==> config.mk <==
export PLATFORM = sky130hd
export DESIGN_NAME = filter3x3_window_ctrl
export DESIGN_NICKNAME = d
export VERILOG_FILES = /design/src/rtl/filter3x3_window_ctrl.sv
export SDC_FILE = /design/constraint.sdc
export NUM_CORES = 1
export LEC_CHECK = 0
export BUFFER_PORTS_ARGS = -buffer_cell sky130_fd_sc_hd__buf_2
export CAP_MARGIN = 20
export CORE_MARGIN = 1
export CORE_UTILIZATION = 40
export CTS_CLUSTER_SIZE = 10
export DETAILED_ROUTE_END_ITERATION = 6
export SLEW_MARGIN = 30
export SYNTH_ARGS = -nofsm -noshare
export SYNTH_HDL_FRONTEND = slang
export SYNTH_SLANG_ARGS = --single-unit
==> constraint.sdc <==
create_clock -name clk -period 5.1 [get_ports clk]
set_input_delay 0.765 -clock clk [delete_from_list [all_inputs] [get_ports clk]]
set_output_delay 0.765 -clock clk [all_outputs]
set_load 0.01 [all_outputs]
==> src/rtl/filter3x3_window_ctrl.sv <==
`default_nettype none
// ============================================================================
//  Module   : filter3x3_window_ctrl
//  Purpose  : Sequencing controller for the 3x3 filter datapath. Accepts a
//             raster pixel stream (valid/ready/sop/eop), drives the shift
//             enable of the window registers and line buffers, tracks the
//             row/column of the pixel being accepted and emits one handshaked
//             "window valid" beat per interior pixel.
//  Ports    : clk, reset_n          - clock, async active-low reset
//             in_valid/in_sop/in_eop/in_ready - upstream pixel handshake
//             shift_en             - window/line-buffer shift strobe
//             col, row             - position of the pixel presented
//             out_valid/out_ready/out_sop/out_eop - window beat handshake
//             busy                 - frame in progress
//             err_frame            - one-cycle framing error pulse
//  Revision : 1.0 - initial release
// ============================================================================
module filter3x3_window_ctrl #(
    parameter int IMG_WIDTH  = 640,
    parameter int IMG_HEIGHT = 480,
    parameter int COL_W      = 10,
    parameter int ROW_W      = 9
) (
    input  logic             clk,
    input  logic             reset_n,
    input  logic             in_valid,
    input  logic             in_sop,
    input  logic             in_eop,
    output logic             in_ready,
    output logic             shift_en,
    output logic [COL_W-1:0] col,
    output logic [ROW_W-1:0] row,
    output logic             out_valid,
    input  logic             out_ready,
    output logic             out_sop,
    output logic             out_eop,
    output logic             busy,
    output logic             err_frame
);

    localparam logic [0:0] c_ST_IDLE   = 1'b0;
    localparam logic [0:0] c_ST_ACTIVE = 1'b1;

    localparam logic [COL_W-1:0] c_LAST_COL = COL_W'(IMG_WIDTH - 1);
    localparam logic [ROW_W-1:0] c_LAST_ROW = ROW_W'(IMG_HEIGHT - 1);
    localparam logic [COL_W-1:0] c_WIN_COL  = COL_W'(2);
    localparam logic [ROW_W-1:0] c_WIN_ROW  = ROW_W'(2);

    logic [0:0]       r_state;
    logic [COL_W-1:0] r_col;
    logic [ROW_W-1:0] r_row;
    logic             r_out_valid;
    logic             r_out_sop;
    logic             r_out_eop;
    logic             r_err;

    logic w_accept;
    logic w_start;
    logic w_cont;
    logic w_last;
    logic w_early_eop;
    logic w_last_acc;
    logic w_beat;
    logic w_err;

    // A stalled window beat blocks the input so no pixel shifts under it.
    assign in_ready = reset_n & ~(r_out_valid & ~out_ready);
    assign w_accept = in_valid & in_ready;

    // sop always (re)starts a frame at (0,0), also when eop is set with it.
    assign w_start     = w_accept & in_sop;
    assign w_cont      = w_accept & ~in_sop & (r_state == c_ST_ACTIVE);
    assign w_last      = (r_col == c_LAST_COL) && (r_row == c_LAST_ROW);
    assign w_early_eop = w_cont & in_eop & ~w_last;
    assign w_last_acc  = w_cont & w_last;

    // Accepting (r,c) completes the window centred on (r-1,c-1).
    assign w_beat = w_cont & ~w_early_eop & (r_row >= c_WIN_ROW) & (r_col >= c_WIN_COL);

    assign w_err = (w_start & (r_state == c_ST_ACTIVE))
                 | w_early_eop
                 | (w_last_acc & ~in_eop);

    // Frame state and position counters
    always_ff @(posedge clk or negedge reset_n) begin
        if (!reset_n) begin
            r_state <= c_ST_IDLE;
            r_col   <= '0;
            r_row   <= '0;
        end else if (w_start) begin
            r_state <= c_ST_ACTIVE;
            r_col   <= COL_W'(1);
            r_row   <= '0;
        end else if (w_early_eop || w_last_acc) begin
            r_state <= c_ST_IDLE;
            r_col   <= '0;
            r_row   <= '0;
        end else if (w_cont) begin
            if (r_col == c_LAST_COL) begin
                r_col <= '0;
                r_row <= r_row + ROW_W'(1);
            end else begin
                r_col <= r_col + COL_W'(1);
            end
        end
    end

    // Window beat register: a new completing pixel can only be accepted when
    // the slot is empty or being drained this cycle, so loading wins.
    always_ff @(posedge clk or negedge reset_n) begin
        if (!reset_n) begin
            r_out_valid <= 1'b0;
            r_out_sop   <= 1'b0;
            r_out_eop   <= 1'b0;
        end else if (w_beat) begin
            r_out_valid <= 1'b1;
            r_out_sop   <= (r_row == c_WIN_ROW) && (r_col == c_WIN_COL);
            r_out_eop   <= w_last;
        end else if (out_ready) begin
            r_out_valid <= 1'b0;
            r_out_sop   <= 1'b0;
            r_out_eop   <= 1'b0;
        end
    end

    always_ff @(posedge clk or negedge reset_n) begin
        if (!reset_n) begin
            r_err <= 1'b0;
        end else begin
            r_err <= w_err;
        end
    end

    assign shift_en  = w_start | w_cont;
    assign col       = r_col;
    assign row       = r_row;
    assign out_valid = r_out_valid;
    assign out_sop   = r_out_sop;
    assign out_eop   = r_out_eop;
    assign busy      = (r_state == c_ST_ACTIVE);
    assign err_frame = r_err;

endmodule
`default_nettype wire

==> flow_summary_export.csv <==
group,metric,value,unit
status,outcome,"completed",
clock_network,cts_post_setup_buffers_inserted,0,
drt,first_iteration_detailed_routing_drc_count,87,
layout,area.growth.synth_to_final,15.0,%
synth,syn-instance-count,167,
clock_network,cts_repair_resize_count,0,
layout,antennaDiodeCount,0,
pwr,combPwrFrac,0.230,
worst_setup_path,worstSetupPathType,"input port to output pin",
pwr,p_leak,0.784,nW
floorplanning,ios,32,
worst_setup_path,reg2reg_to,"row[3]",
floorplanning,core_area,0.00342,mm2
synth,synth-seq-area-share,0.412,
synth,synth-seq-cells,24,
clock_network,post_cts_hold_buffer_count,0,
global_route,grt_pass1_vias,1261,
floorplanning,die-width,62.4,um
drt,ant_nets,0,
synth,fraction_of_post_synthesis_cell_area_in_the_top_cell_type_by_area,0.412,
floorplanning,die-area,0.00389,mm2
clock_network,clock-sinks,24,
sta,finClkSkew,0.00728,ns
drt,detail_route.wirelength,3.45,mm
clock_network,clk_pin_slew,0.13,ns
sta,final-max-slew-violation-count,0,
run,number_of_max_capacitance_violations_reported,0,
layout,n_fill_cell,342,
synth,netlist.top_cell.by_area,"sky130_fd_sc_hd__dfrtp_1",
worst_setup_path,critical_path_s_largest_stage_delay,0.46,ns
floorplanning,std_cell_rows,21,
global_route,grt_overflow_total,0,
placed_design,detailed_place.area,0.00166,mm2
worst_setup_path,crit_chain,"buf_2 -> nand2_1 -> a211o_1 -> inv_1 -> buf_2",
worst_setup_path,worstSetupEndpoint,"shift_en",
placed_design,detailed_place_hpwl,2.57,mm
sta,tightest_slew,0.950,ns
synth,syn_nets,177,
layout,layout.nets,210,
sta,worst_slew_margin_relative_to_its_limit,0.362,
pwr,netSwitchingFraction,0.337,
worst_setup_path,path_max_fanout,26,
pwr,worst_ir_drop_vdd,0.000115,V
sta,min_period_over_period,0.589,
global_route,grt_antenna_before_repair,0,
drt,route.detailed.vias_per_inst,5.60,
worst_setup_path,r2r_slack,2.54,ns
synth,ys_types,42,
worst_setup_path,cp.required,4.34,ns
worst_setup_path,path_depth,5,
sta,setup-tns-final,0,ns
floorplanning,start_util,0.427,
worst_setup_path,worstSetupEndpointType,"output pin",
worst_setup_path,timing.reg2reg.worst_path_depth,6,
synth,ys_top_cells_by_area,"sky130_fd_sc_hd__dfrtp_1 41%, sky130_fd_sc_hd__nand2_1 5.9%, sky130_fd_sc_hd__o21ai_0 4.5%, sky130_fd_sc_hd__ha_1 3.4%, sky130_fd_sc_hd__nor3_1 3.4%",
clock_network,cts_tree,"built",
worst_setup_path,crit_path_start,"reset_n",
sta,setup_violations,0,
drt,detail_route.first_pass.iterations,4,
layout,design_area,0.00168,mm2
drt,via_count,1367,
synth,synth_edf_count,0,
drt,post_drt_wl_per_cell,14.1,um
synth,synthesis.area_per_instance,8.74,um2
sta,fmaxAchievable,0.333,GHz
worst_setup_path,cp_common_cell,"sky130_fd_sc_hd__buf_2",
global_route,grt_first_pass_wirelength,5.84,mm
clock_network,cts-htree-levels,1,
sta,hold_viol,0,
placed_design,port_buffer_cells,31,
clock_network,cts_inserted_buffers,3,
synth,synth_area,0.00146,mm2
clock_network,root_buffer_master,"sky130_fd_sc_hd__clkbuf_4",
worst_setup_path,critical_path_top_delay_cell,"sky130_fd_sc_hd__buf_2",
pwr,seq_power_share,0.573,
pwr,total_switching_power,0.139,mW
worst_setup_path,worstReg2RegStart,"col[0]",
global_route,grt_max_degree,27,
pwr,power_frac_clock,0.197,
clock_network,max-clock-path-buffers,2,
worst_setup_path,path_delay_family,"buffers and inverters",
synth,synth-main-ff-cell,"sky130_fd_sc_hd__dfrtp_1",
synth,ys_warn_count,0,
pwr,internal-power,0.274,mW
hold_path,worst_hold_class,"input port to asynchronous set/reset pin",
layout,layout-drive-gt1-share,0.197,
worst_setup_path,crit_buf_inv,3,
layout,most_common_cell_after_layout_fill_and_taps_aside,"sky130_fd_sc_hd__buf_2",
worst_setup_path,crit_arrival,2.24,ns
sta,timing.final.crit_period,3.00,ns
synth,ys_async_sr_fraction,1.00,
floorplanning,die_y,62.4,um
drt,detail_route.drc_violations,0,
pwr,p_per_area,246,mW/mm2
sta,grt_setup_unrepaired,"false",
placed_design,finalWeightedCongestion,0.798,
layout,commonest_cells_after_routing_fill_and_taps_aside,"31 x sky130_fd_sc_hd__buf_2, 24 x sky130_fd_sc_hd__dfrtp_1, 23 x sky130_fd_sc_hd__nand2_1",
worst_setup_path,worstSetupStartpointType,"input port",
global_route,gr-usage-all-layers,0.189,
clock_network,worst_skew_pair.late_latency,0.31,ns
cells by family after synthesis:
group,Yosys count,synth area share
and+or+nand+nor,81,0.307
muxes,2,0.0137
AOI/OAI and AO/OA,43,0.186
buffers and inverters,10,0.0292
DFF,24,0.412
adders and majority gates,4,0.0343
xor gates and xnor gates,3,0.0180
synthesized netlist by cell type, types with 2 or more instances:
master,number
sky130_fd_sc_hd__dfrtp_1,24
sky130_fd_sc_hd__nand2_1,23
sky130_fd_sc_hd__nor2_1,13
sky130_fd_sc_hd__o21ai_0,13
sky130_fd_sc_hd__nor3_1,10
sky130_fd_sc_hd__a21oi_1,8
sky130_fd_sc_hd__inv_1,7
sky130_fd_sc_hd__nand3_1,7
sky130_fd_sc_hd__nand2b_1,5
sky130_fd_sc_hd__a31oi_1,4
sky130_fd_sc_hd__ha_1,4
sky130_fd_sc_hd__nand4_1,4
sky130_fd_sc_hd__and2_1,3
sky130_fd_sc_hd__and3_1,3
sky130_fd_sc_hd__nor4_1,3
sky130_fd_sc_hd__o21ai_1,3
sky130_fd_sc_hd__xor2_1,3
sky130_fd_sc_hd__mux2i_1,2
sky130_fd_sc_hd__nor2b_1,2
sky130_fd_sc_hd__nor4b_4,2
sky130_fd_sc_hd__o31ai_1,2
sky130_fd_sc_hd__o41ai_1,2
sequential cells by signal (all words and copies together) (netlist names):
signal / flops
out_sop: 1
out_valid: 1
row: 9
busy: 1
out_eop: 1
col: 10
err_frame: 1
worst reg2reg max path, stage by stage (launching register included):
cell and delay (ns):
sky130_fd_sc_hd__dfrtp_1 0.48, sky130_fd_sc_hd__ha_1 0.28, sky130_fd_sc_hd__nand3_2 0.16, sky130_fd_sc_hd__nor4b_4 0.78
sky130_fd_sc_hd__a31oi_1 0.35, sky130_fd_sc_hd__a21o_1 0.25, sky130_fd_sc_hd__a22o_1 0.17
power by group through the flow:
stage	registers (mW)	logic, mW	clock network [mW]
after floorplan	0.241	0.0521	0
after global placement	0.239	0.0944	0
after detailed placement	0.240	0.0952	0
after CTS	0.236	0.0953	0.0852
after global routing	0.240	0.105	0.0965
final	0.236	0.0949	0.0814
per-stage QoR:
stage	cells	setup WS (ns)	util	power [mW]	hold slack, ns
after floorplan	167	2.92	-	0.293	0.469
after global placement	241	2.11	0.485	0.333	0.493
after detailed placement	241	1.95	0.485	0.335	0.511
after CTS	244	2.07	0.491	0.416	0.436
after global routing	244	1.91	0.491	0.441	0.445
final	244	2.10	0.491	0.413	0.433
worst min-delay path by stage:
stage	start	to	slack (ns)	cells after the start
2_1_floorplan	reset_n	busy	0.47	0
3_3_place_gp	out_valid	out_valid	0.49	2
3_5_place_dp	col[8]	col[8]	0.51	1
4_1_cts	reset_n	col[0]	0.44	1
5_1_grt	reset_n	col[0]	0.45	1
6_report	reset_n	col[0]	0.43	1
routing by layer:
| layer | routed length (um) | vias to the layer above | share of wire | GRT usage |
|---|---|---|---|---|
| met1 | 1670 | 659 | 0.48 | 0.258 |
| met5 | 0 | - | 0 | 0 |
| li1 | - | 678 | - | - |
| met2 | 1630 | 26 | 0.47 | 0.309 |
| met3 | 115 | 4 | 0.033 | 0.0292 |
| met4 | 31 | 0 | 0.0090 | 0.0552 |
area by class of cell:
type | instances | area, um2 | area share
well taps | 46 | 57.6 | 0.0343
clock buffers | 3 | 22.5 | 0.0134
flip-flops and latches | 24 | 601 | 0.358
repair buffers | 31 | 155 | 0.0925
multi-input cells | 133 | 816 | 0.486
inverters | 7 | 26.3 | 0.0157
No activity file was read; power rests on OpenSTA's default activity.
